<file path="src/rtl/pulse_stretcher_if.sv">
// Request/status bundle of the pulse stretcher: one request line in, stretched
// pulse plus queue status out.
interface pulse_stretcher_if #(
  parameter int unsigned PEND_W = 2
);
  logic              In;
  logic              Out;
  logic              busy;
  logic [PEND_W-1:0] pend;
  logic              ovf;

  modport master (output In, input  Out, busy, pend, ovf);
  modport slave  (input  In, output Out, busy, pend, ovf);
endinterface

</file>
<file path="src/rtl/pulse_stretcher.sv">
// Stretches each accepted request into a HOLD-cycle high burst followed by GAP
// forced-low cycles; requests arriving mid-burst are queued up to 2^PEND_W-1.
module pulse_stretcher #(
  parameter int unsigned HOLD   = 4,
  parameter int unsigned GAP    = 2,
  parameter int unsigned PEND_W = 2
) (
  input  logic               clk,
  input  logic               reset,
  pulse_stretcher_if.slave   ps
);

  typedef enum logic [1:0] {S_IDLE, S_HOLD, S_GAP} state_t;

  localparam logic [7:0]        HOLD_LD  = 8'(HOLD - 1);
  localparam logic [7:0]        GAP_LD   = (GAP > 0) ? 8'(GAP - 1) : 8'd0;
  localparam logic [PEND_W-1:0] PEND_MAX = '1;

  state_t            state_q, state_d;
  logic [7:0]        cnt_q, cnt_d;
  logic [PEND_W-1:0] pend_q, pend_d;
  logic              ovf_q, ovf_d;
  logic              out_q, busy_q;
  logic              decide;
  logic              queue_req;

  always_comb begin
    state_d   = state_q;
    cnt_d     = cnt_q;
    pend_d    = pend_q;
    ovf_d     = ovf_q;
    decide    = 1'b0;
    queue_req = 1'b0;

    unique case (state_q)
      S_IDLE: begin
        if (ps.In) begin
          state_d = S_HOLD;
          cnt_d   = HOLD_LD;
        end
      end
      S_HOLD: begin
        queue_req = ps.In;
        if (cnt_q != 8'd0) begin
          cnt_d = cnt_q - 8'd1;
        end else if (GAP > 0) begin
          state_d = S_GAP;
          cnt_d   = GAP_LD;
        end else begin
          decide = 1'b1;
        end
      end
      S_GAP: begin
        queue_req = ps.In;
        if (cnt_q != 8'd0) cnt_d = cnt_q - 8'd1;
        else               decide = 1'b1;
      end
      default: state_d = S_IDLE;
    endcase

    // End of burst: a queued request wins; a live request is consumed here
    // instead of being queued, so a simultaneous pop+push leaves pend as-is.
    if (decide) begin
      queue_req = 1'b0;
      if (pend_q != '0) begin
        state_d = S_HOLD;
        cnt_d   = HOLD_LD;
        if (!ps.In) pend_d = pend_q - PEND_W'(1);
      end else if (ps.In) begin
        state_d = S_HOLD;
        cnt_d   = HOLD_LD;
      end else begin
        state_d = S_IDLE;
        cnt_d   = '0;
      end
    end

    if (queue_req) begin
      if (pend_q != PEND_MAX) pend_d = pend_q + PEND_W'(1);
      else                    ovf_d  = 1'b1;
    end
  end

  always_ff @(posedge clk or posedge reset) begin
    if (reset) begin
      state_q <= S_IDLE;
      cnt_q   <= '0;
      pend_q  <= '0;
      ovf_q   <= 1'b0;
      out_q   <= 1'b0;
      busy_q  <= 1'b0;
    end else begin
      state_q <= state_d;
      cnt_q   <= cnt_d;
      pend_q  <= pend_d;
      ovf_q   <= ovf_d;
      out_q   <= (state_d == S_HOLD);
      busy_q  <= (state_d != S_IDLE);
    end
  end

  assign ps.Out  = out_q;
  assign ps.busy = busy_q;
  assign ps.pend = pend_q;
  assign ps.ovf  = ovf_q;

endmodule
</file>
<file path="src/flat_wrapper.sv">
// flat-port wrapper written by rule: the top's interface ports become plain ports
module pulse_stretcher_flat 
#(
  parameter int unsigned HOLD   = 4,
  parameter int unsigned GAP    = 2,
  parameter int unsigned PEND_W = 2
)
  (clk, reset, ps_In, ps_Out, ps_busy, ps_pend, ps_ovf);
  pulse_stretcher_if #(.PEND_W(PEND_W)) ps_i ();
  input  logic clk;
  input  logic reset;
  input wire logic [$bits(ps_i.In)-1:0] ps_In;
  output wire logic [$bits(ps_i.Out)-1:0] ps_Out;
  output wire logic [$bits(ps_i.busy)-1:0] ps_busy;
  output wire logic [$bits(ps_i.pend)-1:0] ps_pend;
  output wire logic [$bits(ps_i.ovf)-1:0] ps_ovf;
  assign ps_i.In = ps_In;
  assign ps_Out = ps_i.Out;
  assign ps_busy = ps_i.busy;
  assign ps_pend = ps_i.pend;
  assign ps_ovf = ps_i.ovf;
  pulse_stretcher #(.HOLD(HOLD), .GAP(GAP), .PEND_W(PEND_W)) u_core (.clk(clk), .reset(reset), .ps(ps_i));
endmodule
</file>
<file path="config.mk">
export PLATFORM = sky130hd
export DESIGN_NAME = pulse_stretcher_flat
export DESIGN_NICKNAME = d
export VERILOG_FILES = /design/src/rtl/pulse_stretcher_if.sv /design/src/rtl/pulse_stretcher.sv /design/src/flat_wrapper.sv
export SDC_FILE = /design/constraint.sdc
export NUM_CORES = 1
export LEC_CHECK = 0
export CORE_MARGIN = 1
export CORE_UTILIZATION = 25
export DETAILED_ROUTE_END_ITERATION = 6
export HOLD_SLACK_MARGIN = 0.15
export PLACE_DENSITY = 0.47
export SLEW_MARGIN = 20
export SYNTH_ARGS = -nofsm -noshare
export SYNTH_HDL_FRONTEND = slang
export SYNTH_SLANG_ARGS = --single-unit
</file>
<file path="constraint.sdc">
create_clock -name clk -period 2 [get_ports clk]
set_clock_uncertainty 0.15 [all_clocks]
set_input_delay 0.6 -clock clk [delete_from_list [all_inputs] [get_ports clk]]
set_output_delay 0.6 -clock clk [all_outputs]
set_load 0.1 [all_outputs]
</file>
Yosys cells after proc, flatten, opt, wreduce, memory -nomap -nowiden
Index checks and enable logic that the tools add are counted.

word-level totals
  register bits after elaboration = 15
  word-level logic and storage cells = 46

cells by class
  $add $sub $neg = 3
  equality and inequality tests = 6
  muxes and demuxes = 22
  bitwise gates (word level) = 1
  reduce and logical (&&, ||, !) cells = 8

operators by type and width
  cell                                                                   count
  8-bit 2-to-1 mux                                                       5
  8-bit case mux with 3 select lines                                     1
  2-bit 2-to-1 mux                                                       10
  8-bit nonzero test                                                     1
  8-bit by 1-bit subtractor with 8-bit output, second input constant     1
  2-bit case mux with 3 select lines                                     1
  1-bit 2-to-1 mux                                                       5
  2-bit by 1-bit equality test with 1-bit output, second input constant  2
  2-bit nonzero test                                                     2
  4-bit nonzero test                                                     1
  3-bit by 1-bit != test with 1-bit output, second input constant        1
  3-bit by 2-bit != test with 1-bit output, second input constant        1
  3-bit AND reduction                                                    1
  2-bit by 1-bit adder with 2-bit output, second input constant          1
  2-bit equality test, second input constant                             1
  2-bit logical NOT                                                      1
  2-bit != test, second input constant                                   1
  2-bit AND reduction                                                    1
  2-bit OR reduction                                                     1
  2-bit by 1-bit subtractor with 2-bit output, second input constant     1
  1-bit NOT                                                              1

Logic depth before layout (Yosys ltp)
Gate-level depths: netlist of the first run.

  depth in word-level cells = 6
  depth in mapped cells = 7
  depth with buffers taken out = 6

Least setup slack after synthesis of the first run
OpenSTA, ideal clock, no wires.

  kind = reg2reg
  start point = register u_core.pend_q[0], in the netlist u_core.ps.pend[0]
  end point = register (tool-made name)
  setup time = 0.104 ns
  arrival = 1.889 ns
  slack = -0.143 ns
  cell stages (with the launch flop) = 7
  path buffers = 0
  cells stage by stage = dfrtp_1 -> inv_1 -> ha_1 -> nor2_1 -> and4_1 -> nor3_1 -> a221oi_1

RTL lines
  what                    line                   text
  start, declared         pulse_stretcher.sv:21  logic [PEND_W-1:0] pend_q, pend_d;
  start signal, assigned  pulse_stretcher.sv:95  pend_q <= pend_d;

Worst setup path in the final report of the first run
  start point = register u_core.cnt_q[0]
  end point = register u_core.cnt_q[7]

between the ends
  cells in the longest elaborated chain, start to end = 5

RTL lines
  what                                                                                                 line                   text
  start, declared                                                                                      pulse_stretcher.sv:20  logic [7:0] cnt_q, cnt_d;
  start signal, assigned                                                                               pulse_stretcher.sv:94  cnt_q <= cnt_d;
  parallel branches: the longest is 5 deep, another holds 8-bit by 1-bit subtractor with 8-bit output  n/a

Parallel ways; which one is timed is not known. The select of a mux whose other input is x is not followed.
A chain may end at the register's enable or synchronous reset.

==> results of run 1 <==
## what timing repair did
| action | CTS | global route |
|---|---|---|
| resized for setup | 12 | 16 |
| setup buffers | 2 | 2 |
| pin swaps | 2 | 10 |
| endpoints found under the setup margin | 9 | 14 |
## routing by layer
| metal | vias to the layer above | routed length, um | track usage, % |
|---|---|---|---|
| met1 | 449 | 1280 | 19.2 |
| li1 | 461 | - | - |
| met3 | 2 | 77 | 3.10 |
| met5 | - | 0 | 0 |
| met4 | 0 | 13 | 3.19 |
| met2 | 14 | 1210 | 19.4 |
## cell type report
type,count,area (um2),share of cell area [%]
Inverter,13,48.8,3.03
Sequential cell,15,378,23.5
Tap cell,48,60.1,3.73
Multi-Input combinational cell,75,719,44.7
Clock buffer,4,45.0,2.80
Timing Repair Buffer,38,359,22.3
## cell families after synthesis
family                     Yosys count  synth area share [%]
xor gates and xnor gates             1                 0.855
muxes                                2                  1.95
adders and majority gates           10                  12.2
AOI/OAI and AO/OA                   30                  23.6
and+or+nand+nor                     32                  18.2
buffers and inverters               17                  6.59
DFF                                 15                  36.6
## final timing paths
kind | endpoint | slack, ps | cells after the start
max | u_core.cnt_q[7] | -40 | 5
min | u_core.ps.ovf | 380 | 1
max reg2reg | u_core.cnt_q[7] | -40 | 5
min reg2reg | u_core.ps.ovf | 380 | 1
max in group asynchronous | asynchronous set/reset pin | 990 | 3
min in group asynchronous | u_core.ps.busy | 500 | 3
## through the flow
stage / utilization (%) / TNS [ps] / instance area, um2 / std cells / hold slack (ps)
after global routing: 42.4 / -271 / 1610 / 193 / 419
final: 42.4 / -40.7 / 1610 / 193 / 385
after CTS: 40.0 / -27.7 / 1520 / 191 / 398
after global placement: 36.9 / -2250 / 1400 / 185 / 356
after floorplan: - / 0 / 1040 / 107 / 345
after detailed placement: 36.9 / -2620 / 1400 / 185 / 384
## flip-flops by register name, indices dropped and copies added, names as in the netlist, named ones only
register,flops
u_core.ps.pend,1
u_core.ps.ovf,1
u_core.state_q,2
u_core.ps.Out,1
u_core.cnt_q,8
u_core.ps.busy,1
## Yosys cell counts (2+ instances only)
cell	instances	area, um2
a311oi_2	2	30.0
o21ai_0	4	20.0
o31ai_1	2	15.0
nor3b_1	2	15.0
inv_1	13	48.8
a211o_1	2	17.5
a21oi_1	3	15.0
mux2i_1	2	20.0
dfrtp_1	15	375
nand3_1	2	10.0
a211oi_1	4	30.0
nor2_1	5	18.8
ha_1	10	125
nor2b_1	3	18.8
nand2b_1	3	18.8
a22o_1	3	26.3
nor3_1	2	10.0
clkbuf_1	2	7.51
a32o_1	2	20.0
a21o_1	2	15.0
nand2_1	6	22.5
==> run summary, run 1 <==
Via/cell ratio: 4.80
Fraction of layout cells with a size suffix above 1: 46.2%
Max-cap check violation count: 0
Worst hold path type: flip-flop to flip-flop
CP max stage cell: or4_4
Final hold vios: 0
Finish-stage setup viols: 1
Via Count: 926
Port bufs: 7
Worst slew margin: 64.9%
Post-route ant nets: 0
Fillers: 374
Mean Syn Cell Area: 9.58 um2
Die span in y: 66.0 um
Global placement routability congestion: 0.753
RSZ-0062 raised after global routing: yes
Failing checks: negative setup slack
I/O pin count: 8
N_diodes: 0
Post-synth EDFFs: 0
DP Wirelength: 1840 um
Crit path kind: flip-flop to flip-flop
Die Wd: 66.0 um
DRT Wirelength: 2580 um
Clock latency on the worst-skew pair: 250 ps
First-pass GRT wire length: 4350 um
Routed len/inst: 13.4 um
Top delay family on crit path: simple AND/OR/NAND/NOR gates
Final worst path period need: 2040 ps
Vias in the first global route: 881
Worst Setup End Kind: flip-flop
Gr ovfl total: 0
Detailed Route Iter0 Violations: 26
Syn Inst Count: 107
Core Area: 3800 um2
Final Slew Violations: 0
Main synth FF type: dfrtp_1
Peak Freq: 490 MHz
Reg clk slew, reported paths: 70 ps
CTS tree: built
Core Rows: 22
CP Launch Point: u_core.cnt_q[0]
Fin nets: 159
#FFs+latches synth: 15
Place WS: -242 ps
Initial antenna violation count: 0
Post-CTS Hold Fix Bufs: 0
Commonest non-fill, non-tap cell in the layout: buf_4
Starting Density: 27.0%
Crit path required time: 1990 ps
Arrival time worst endpoint: 2030 ps
Synth unique cells: 39
Sink Count: 15
Total GRT Usage: 13.2%
Die Area: 4360 um2
Largest net degree at the start of global routing: 16
Outcome: finished with violations
Max stage delay on crit path: 420 ps
Post-Syn Area: 1020 um2
Critical Path, Cell by Cell: buf_4 -> or3_4 -> or4_4 -> a211o_1 -> a22o_1
CTS Buf Count: 3
Longest Clk Path Bufs: 2
Slew @ Worst Pin: 526 ps
Crit share post-route: 102%
Pre-antenna DRT Iters: 4
Async set-reset flop share out of synthesis: 100%
Number of synthesis warnings: 0
Mapped Nets: 120
H-Tree Depth: 1
FF-to-FF Start: u_core.cnt_q[0]
Most frequent cells in the layout: buf_4, dfrtp_1, inv_1
Root Driver: clkbuf_8
Startpoint types: flip-flop
Layout area overhead: 57.1%
Final worst slack: -40.7 ps
Sequential element share of the synthesized area: 36.6%
Hold Crit Start: u_core.ps.ovf
Worst path bufs/invs: 1
Drt drc: 0
CP Max Fanout: 2
Power of run 1 is left out: the tool's default activity adds up to more than one toggle a clock period on the data nets, which glitch-free logic cannot reach.
==> inputs of run 2 (changes only) <==
--- a/config.mk
+++ b/config.mk
@@ -9,7 +9,7 @@
 export CORE_UTILIZATION = 25
 export DETAILED_ROUTE_END_ITERATION = 6
 export HOLD_SLACK_MARGIN = 0.15
-export PLACE_DENSITY = 0.47
+export PLACE_DENSITY = 0.46
 export SLEW_MARGIN = 20
 export SYNTH_ARGS = -nofsm -noshare
 export SYNTH_HDL_FRONTEND = slang
==> constraint.sdc (replaced) <==
create_clock -name clk -period 2.3 [get_ports clk]
set_clock_uncertainty 0.15 [all_clocks]
set_input_delay 0.69 -clock clk [delete_from_list [all_inputs] [get_ports clk]]
set_output_delay 0.69 -clock clk [all_outputs]
set_load 0.1 [all_outputs]
==> run summary, run 2 (same netlist as run 1, synthesis figures left out) <==
Longest Clk Path Bufs: 2 (unchanged)
Most frequent cells in the layout: dfrtp_1, inv_1, ha_1
Final hold vios: 0 (unchanged)
Port bufs: 7 (unchanged)
Final hold slack: 368 ps (-16.1 ps)
Largest net degree at the start of global routing: 16 (unchanged)
Arrival time worst endpoint: 2150 ps (+120 ps)
R2r setup slk: 160 ps (+200 ps)
Pre-antenna DRT Iters: 4 (unchanged)
Clock latency on the worst-skew pair: 250 ps (about the same)
Critical Path, Cell by Cell: clkdlybuf4s50_1 -> nor2b_1 -> a2111oi_2 -> buf_4 -> nand2_1 -> o22ai_1
Drt drc: 0 (unchanged)
FF-to-FF End: u_core.cnt_q[7]
Post-route ant nets: 0 (unchanged)
Initial antenna violation count: 0 (unchanged)
H-Tree Depth: 1 (unchanged)
Routed len/inst: 12.9 um (-3.8%)
Reg2Reg Depth: 8 (+3)
Gr ovfl total: 0 (unchanged)
First-pass GRT wire length: 3660 um (-16%)
Global placement routability congestion: 0.776 (+3.1%)
Die Wd: 66.0 um (unchanged)
Worst slew margin: 69.3% (+4.4 points)
Fraction of layout cells with a size suffix above 1: 16.7% (-30 points)
DP Wirelength: 1640 um (-11%)
Layout area overhead: 24.5%
Crit share post-route: 93.0%
FF-to-FF Start: u_core.cnt_q[0]
Core Rows: 22 (unchanged)
Die Area: 4360 um2 (unchanged)
Detailed Route Iter0 Violations: 24 (-7.7%)
Startpoint types: input port
Worst Setup End Kind: flip-flop
CTS Buf Count: 3 (unchanged)
Crit path required time: 2310 ps (+320 ps)
CP Max Fanout: 6 (+4)
CTS tree: built
Starting Density: 27.0% (unchanged)
DRT Wirelength: 2160 um (-16%)
Slew @ Worst Pin: 453 ps (-73.0 ps)
Hold path depth: 1 (unchanged)
Worst hold path type: flip-flop to flip-flop
Total GRT Usage: 11.2% (-2.0 points)
Core Area: 3800 um2 (unchanged)
Peak Freq: 468 MHz
Inst Count DP: 164 (-11%)
Die span in y: 66.0 um (unchanged)
Via Count: 825 (-11%)
Sink Count: 15 (unchanged)
CP max stage cell: clkdlybuf4s50_1
Hold EP: u_core.ps.ovf
Max-cap check violation count: 0 (unchanged)
Non-Filler Instances: 168 (-13%)
Reg clk slew, reported paths: 70 ps (about the same)
Finish-stage setup viols: 0 (-1)
Max reg flops: 8 (unchanged)
Final Slew Violations: 0 (unchanged)
Outcome: completed
Fin nets: 134 (-16%)
Final worst path period need: 2140 ps
Via/cell ratio: 4.91 (+2.4%)
I/O pin count: 8 (unchanged)
Post-CTS Hold Fix Bufs: 0 (unchanged)
N_diodes: 0 (unchanged)
Vias in the first global route: 793 (-10%)
Root Driver: clkbuf_8
Max stage delay on crit path: 590 ps (+170 ps)
RSZ-0062 raised after global routing: no
Commonest non-fill, non-tap cell in the layout: dfrtp_1
Largest Register: u_core.cnt_q
Biggest regs: u_core.cnt_q (8), u_core.state_q (2)
Crit path kind: input port to flip-flop
Hold Crit Start: u_core.ps.ovf
run 2: cell types whose count changed in the layout (fill, tap and decap cells not counted), sizes merged:
cell,previous run,this run
clkdlybuf4s50,1,2
dlymetal6s2s,1,0
buf,36,11
run 2: critical path, delay by kind of cell:
family,cells,cell delay [ps]
buffers and inverters,2,780
AND/OR/NAND/NOR,2,180
AO/OA/AOI/OAI,2,490
run 2: final cells by class:
cell class              count  area [um2]
inverters                  13        48.8
well taps                  48        60.1
flip-flops and latches     15         375
repair buffers             13         165
clock buffers               4        45.0
fillers                   410        2520
multi-input cells          75         582
run 2: how the worst max path moves through the flow:
stage,slack [ps],to,start
final,160,u_core.cnt_q[4],ps_In
after global routing,7,u_core.ps.busy,u_core.cnt_q[0]
after CTS,140,u_core.cnt_q[4],u_core.state_q[0]
after detailed placement,-90,u_core.cnt_q[4],ps_In
after global placement,-9,u_core.cnt_q[4],ps_In
after floorplan,160,flip-flop,u_core.ps.pend[0]
run 2: layer usage:
metal	GRT usage (%)	share of wire [%]	up-vias
li1	-	-	409
met1	14.8	49	397
met2	17.3	46	15
met3	1.55	2.5	4
met4	6.38	2.1	0
met5	0	0	-
run 2: repair_timing:
action                                  in CTS  in global routing
resized for setup                            0                  1
buffers inserted                             0                  0
endpoints found under the setup margin       0                  1
run 2: metrics by stage:
stage                     worst slack, ps  cell area, um2  util [%]  setup TNS (ps)
after CTS                             143            1280      33.6               0
after global routing                 6.65            1280      33.6               0
after global placement              -8.69            1230      32.4           -16.7
after detailed placement            -85.2            1230      32.4            -141
final                                 162            1280      33.6               0
after floorplan                       157            1020         -               0
Power of run 2 is left out for the same reason.
==> patch 1, RTL diff (settings of run 2) <==
Make the reset (`reset`) synchronous in one clocked block.
--- a/src/rtl/pulse_stretcher.sv
+++ b/src/rtl/pulse_stretcher.sv
@@ -83,3 +83,3 @@
 
-  always_ff @(posedge clk or posedge reset) begin
+  always_ff @(posedge clk) begin
     if (reset) begin
Check against the original RTL: differs if reset is asserted again (counterexample within 4 cycles, from zero or initial values and one cycle with reset high); with reset held inactive, the same outputs for 10 cycles.
==> patch 1 against run 2 <==
  * Design area is 2.3% lower
  * Routed wire length is 2.9% higher
  * Critical endpoint is now u_core.cnt_q[2]$_SDFFE_PP0P_
  * Worst setup slack worse by 0.033 ns
  * Register-to-register slack worse by 0.02 ns
  * Sequential cell count stayed put
  * Core utilization is 0.27 points lower
  * Global-route usage is 0.68 points higher
  * Die area is 2.6% lower
  * Synthesized area is 2.7% lower
==> patch 1: results (changes against run 2) <==
INFO  yosys          syn_nets=129 [was 120]
INFO  timing         fin_tns_setup=0ns [unchanged]
INFO  place          globalplace.congestion=0.780 [was 0.776]
INFO  grt            grt_max_degree=12 [was 16]
INFO  layout         drive_above_1_share=17.8% [was 16.7%]
INFO  drt            routed-via-count=894 [was 825]
INFO  outcome        run_status=finished clean [unchanged]
INFO  setup_path     critical_path_arrival=2.20ns [was 2.15 ns]
INFO  grt            global_route_wire_length_before_repair=3890um [was 3660 um]
INFO  drt            wire_per_inst=12.5um [was 12.9 um]
INFO  setup_path     critical-path-max-stage-delay=0.50ns [was 0.59 ns]
INFO  layout         largestRegisters=u_core.cnt_q: 8 flops, u_core.state_q: 2 flops [unchanged]
INFO  worst_hold_path hold_path_end=u_core.cnt_q[1]$_SDFFE_PP0P_ [was u_core.ps.ovf$_DFFE_PP0P_]
INFO  layout         largest_register_ffs=8 [unchanged]
INFO  yosys          synth.top_cells.by_area=dfxtp_1 (30%), ha_1 (13%), a21oi_1 (6.0%) [was dfrtp_1 (37%), ha_1 (12%), inv_1 (4.8%)]
INFO  setup_path     crit-reg2reg-launch=u_core.state_q[0]$_SDFF_PP0_ [was u_core.cnt_q[0]$_DFFE_PP0P_]
INFO  worst_hold_path hp-start=u_core.cnt_q[1]$_SDFFE_PP0P_ [was u_core.ps.ovf$_DFFE_PP0P_]
INFO  yosys          synth-async-reset-ratio=0% [was 100%]
INFO  timing         worst_slack=0.129ns [was 0.162 ns]
INFO  yosys          synth_seq_area_share=30.1% [was 36.6%]
INFO  timing         timing_worst_slew_pin_value=0.449ns [was 0.453 ns]
INFO  place          dpl_worst_slack=-0.163ns [was -0.0852 ns]
INFO  setup_path     regToRegSetupSlack=0.14ns [was 0.16 ns]
INFO  drt            dr.first_iter.drc_count=62 [was 24]
INFO  grt            track_usage=11.9% [was 11.2%]
INFO  setup_path     critical_path.max_fanout=7 [was 6]
INFO  setup_path     ff2ff_path_depth=6 [was 8]
INFO  setup_path     setup.worst_path.end=u_core.cnt_q[2]$_SDFFE_PP0P_ [was u_core.cnt_q[4]$_DFFE_PP0P_]
INFO  layout         final_net_count=143 [was 134]
INFO  place          dp_hpwl=1740um [was 1640 um]
INFO  yosys          synth.distinct_cells=38 [was 39]
INFO  worst_hold_path hold_path_depth=2 [was 1]
[patch 1: per-layer routing]
layer	vias to the layer above	GRT usage (%)	part of all wire, %
met4	0	2.45	0.36
met2	10	20.2	47
li1	454	-	-
met5	-	0	0
met1	428	14.6	50
met3	2	3.82	2.8
[patch 1: metrics by stage]
step                hold WS (ns)  instances  utilization, %  instance area [um^2]
floorplan                  0.320        116               -                   998
global route               0.386        177            33.3                  1250
global placement           0.350        173            32.0                  1200
detailed placement         0.352        173            32.0                  1200
CTS                        0.364        177            33.2                  1240
finish                     0.360        177            33.3                  1250
[patch 1: cells by family (layout without fill, tap and decap cells)]
logic type	after synthesis	in the layout	share of synthesized area, %
AND/OR/NAND/NOR	44	44	27.7
flip-flops	15	15	30.1
adder cells (fa/ha/maj)	10	10	12.5
AO/OA/AOI/OAI	35	35	23.3
buffers and inverters	11	24	5.14
multiplexers	1	1	1.13
[patch 1: layout make-up]
class / instances / area [um^2]
inverters: 7 / 26.3
fillers: 411 / 2500
multi-input cells: 90 / 649
repair buffers: 13 / 165
well taps: 48 / 60.1
clock buffers: 4 / 45.0
flip-flops and latches: 15 / 302
[patch 1: critical path: cells and delay by family]
family / cells / cell delay [ns]
AOI/OAI and AO/OA: 3 / 0.53
buffers and inverters: 1 / 0.50
and+or+nand+nor: 1 / 0.48
[patch 1: what timing repair did]
action	4_1_cts	5_1_grt
hold endpoints to repair	0	0
setup endpoints to repair	0	2
hold buffers	0	0
gates resized for setup	0	1
[patch 1: power groups by stage]
stage | Clock (mW) | Sequential (mW) | Combinational [mW]
after CTS | 0.226 | 0.458 | 1.23
final | 0.216 | 0.458 | 1.24
after detailed placement | 0 | 0.463 | 1.23
after global routing | 0.241 | 0.477 | 1.35
after floorplan | 0 | 0.585 | 0.762
after global placement | 0 | 0.463 | 1.22
==> patch 2, RTL diff (settings of run 2) <==
Without the edit above. Re-encode `state_t` (3 states) as one-hot, 3 bits wide.
--- a/src/rtl/pulse_stretcher.sv
+++ b/src/rtl/pulse_stretcher.sv
@@ -12,3 +12,3 @@
 
-  typedef enum logic [1:0] {S_IDLE, S_HOLD, S_GAP} state_t;
+  typedef enum logic [2:0] {S_IDLE = 3'b001, S_HOLD = 3'b010, S_GAP = 3'b100} state_t;
 
Function: no difference found for any inputs over 10 cycles, from zero or initial values and one cycle with reset high; not proved beyond that.
==> patch 2 against run 2 <==
  * Routed wire length grew 3.4%
  * Synthesized cell count is 6.5% lower
  * Cell count decreased by 1.8%
  * Maximum frequency rose by 1.3%
  * Hold slack better by 0.021 ns
  * Global-route usage is 0.74 points higher
  * Sequential cell count increased by 1
  * Sequential share of layout area increased by 2.1 points
  * Synthesized area fell by 3.2%
  * Worst setup slack better by 0.027 ns
  * Design area up 0.20%
  * Critical endpoint is now u_core.cnt_q[6]$_DFFE_PP0P_
==> patch 2: results (changes against run 2) <==
INFO  outcome        run_status=finished clean [unchanged]
INFO  yosys          synth.top_cells.by_area=dfrtp_1 (38%), ha_1 (6.3%), a21oi_1 (4.5%) [was dfrtp_1 (37%), ha_1 (12%), inv_1 (4.8%)]
INFO  layout         largestRegisters=u_core.cnt_q: 8 flops, u_core.state_q: 3 flops [was u_core.cnt_q: 8 flops, u_core.state_q: 2 flops]
INFO  grt            grt_max_degree=10 [was 16]
INFO  drt            wl_met3=76um [was 54 um]
INFO  grt            grt_pass1_vias=780 [was 793]
INFO  clocking       cts_made_buffers=3 [unchanged]
INFO  yosys          syn-mean-instance-area=9.92um^2 [was 9.58 um^2]
INFO  power          power.sequential.fraction=29.6%
INFO  yosys          synth-xor-area-share=1.77% [was 0.855%]
INFO  setup_path     worst_r2r_endpoint=u_core.cnt_q[6]$_DFFE_PP0P_ [was u_core.cnt_q[7]$_DFFE_PP0P_]
INFO  timing         tightest_slew_margin_relative_to_the_limit=61.7% [was 69.3%]
INFO  place          dpl_worst_slack=-0.0376ns [was -0.0852 ns]
INFO  timing         worst_hold_slack_after_final_layout=0.389ns [was 0.368 ns]
INFO  drt            topRoutingLayerUsed=met4 [unchanged]
INFO  place          placed_cells_incl_taps=161 [was 164]
INFO  clocking       insertion_delay=0.25ns [about the same]
INFO  place          globalplace.congestion=0.787 [was 0.776]
INFO  timing         min_period_over_period=91.8% [was 93.0%]
INFO  yosys          synth_seq_area_share=40.5% [was 36.6%]
INFO  yosys          netlist_top_cells_count=dfrtp_1 (15), a21oi_1 (9), nor2_1 (9) [was dfrtp_1 (15), inv_1 (13), ha_1 (10)]
INFO  place          port-buffer-count=7 [unchanged]
INFO  yosys          synth.area.mux_share=1.01% [was 1.95%]
INFO  setup_path     ff2ff_path_depth=7 [was 8]
INFO  setup_path     critical_path.max_fanout=5 [was 6]
INFO  yosys          synth.distinct_cells=40 [was 39]
INFO  setup_path     regToRegSetupSlack=0.19ns [was 0.16 ns]
INFO  setup_path     crit_path_top_delay_cell=a221oi_1 [was clkdlybuf4s50_1]
INFO  yosys          syn_nets=108 [was 120]
INFO  drt            wl=2230um [was 2160 um]
INFO  yosys          synth_compound_gate_area_share=22.7% [was 23.6%]
INFO  grt            grt.met1_usage=16.4% [was 14.8%]
INFO  place          placed_cell_area=0.00122mm^2 [was 0.00123 mm^2]
INFO  grt            global_route_wire_length_before_repair=3760um [was 3660 um]
INFO  place          dp_hpwl=1680um [was 1640 um]
INFO  grt            track_usage=11.9% [was 11.2%]
INFO  grt            groute.layer.met2.usage=17.4% [was 17.3%]
INFO  setup_path     critical-path-max-stage-delay=0.55ns [was 0.59 ns]
INFO  layout         fillerInstances=401 [was 410]
INFO  grt            use_met3=4.58% [was 1.55%]
INFO  yosys          synth_adder_area_share=6.31% [was 12.2%]
INFO  drt            dr.first_iter.drc_count=66 [was 24]
INFO  layout         drive_above_1_share=22.2% [was 16.7%]
INFO  layout         final-instance-count-excl-fill=165 [was 168]
INFO  layout         final_net_count=126 [was 134]
INFO  drt            routed-via-count=805 [was 825]
INFO  drt            route.layer.met1.wl=1160um [was 1060 um]
## patch 2: cell types whose count changed after synthesis, moves of 3 or more
cell and delta:
a21oi_1 +6, inv_1 -7, nor2_1 +4, a211oi_1 -3
ha_1 -5
## patch 2: worst max-delay path by stage
stage / startpoint / to
2_1_floorplan: flip-flop / u_core.ps.pend[0]$_DFF_PP0_
3_3_place_gp: ps_In / u_core.cnt_q[7]$_DFFE_PP0P_
3_5_place_dp: ps_In / u_core.cnt_q[4]$_DFFE_PP0P_
4_1_cts: u_core.cnt_q[0]$_DFFE_PP0P_ / u_core.cnt_q[6]$_DFFE_PP0P_
5_1_grt: u_core.cnt_q[0]$_DFFE_PP0P_ / u_core.cnt_q[6]$_DFFE_PP0P_
6_report: u_core.cnt_q[0]$_DFFE_PP0P_ / u_core.cnt_q[6]$_DFFE_PP0P_
## patch 2: layout make-up
type	instances	area [um^2]	share of cell area (%)
sequential	16	403	31.5
multi-input combinational	76	558	43.6
inverter	6	22.5	1.76
clock buffer	4	55.1	4.31
timing repair buffer	15	180	14.1
tap	48	60.1	4.70
## patch 2: power groups by stage
| stage | Combinational, mW | Clock [mW] | Sequential [mW] |
|---|---|---|---|
| after floorplan | 0.367 | 0 | 0.738 |
| after global placement | 0.929 | 0 | 0.504 |
| after detailed placement | 0.935 | 0 | 0.503 |
| after CTS | 0.936 | 0.268 | 0.501 |
| after global routing | 1.01 | 0.276 | 0.514 |
| final | 0.932 | 0.258 | 0.501 |
## patch 2: worst max-delay path: cells and delay by family, from the launching register on
kind | cells | cell delay (ns)
compound gates | 2 | 0.72
flops | 1 | 0.39
simple gates | 2 | 0.34
buf+inv | 2 | 0.24
fa+ha+maj | 1 | 0.19
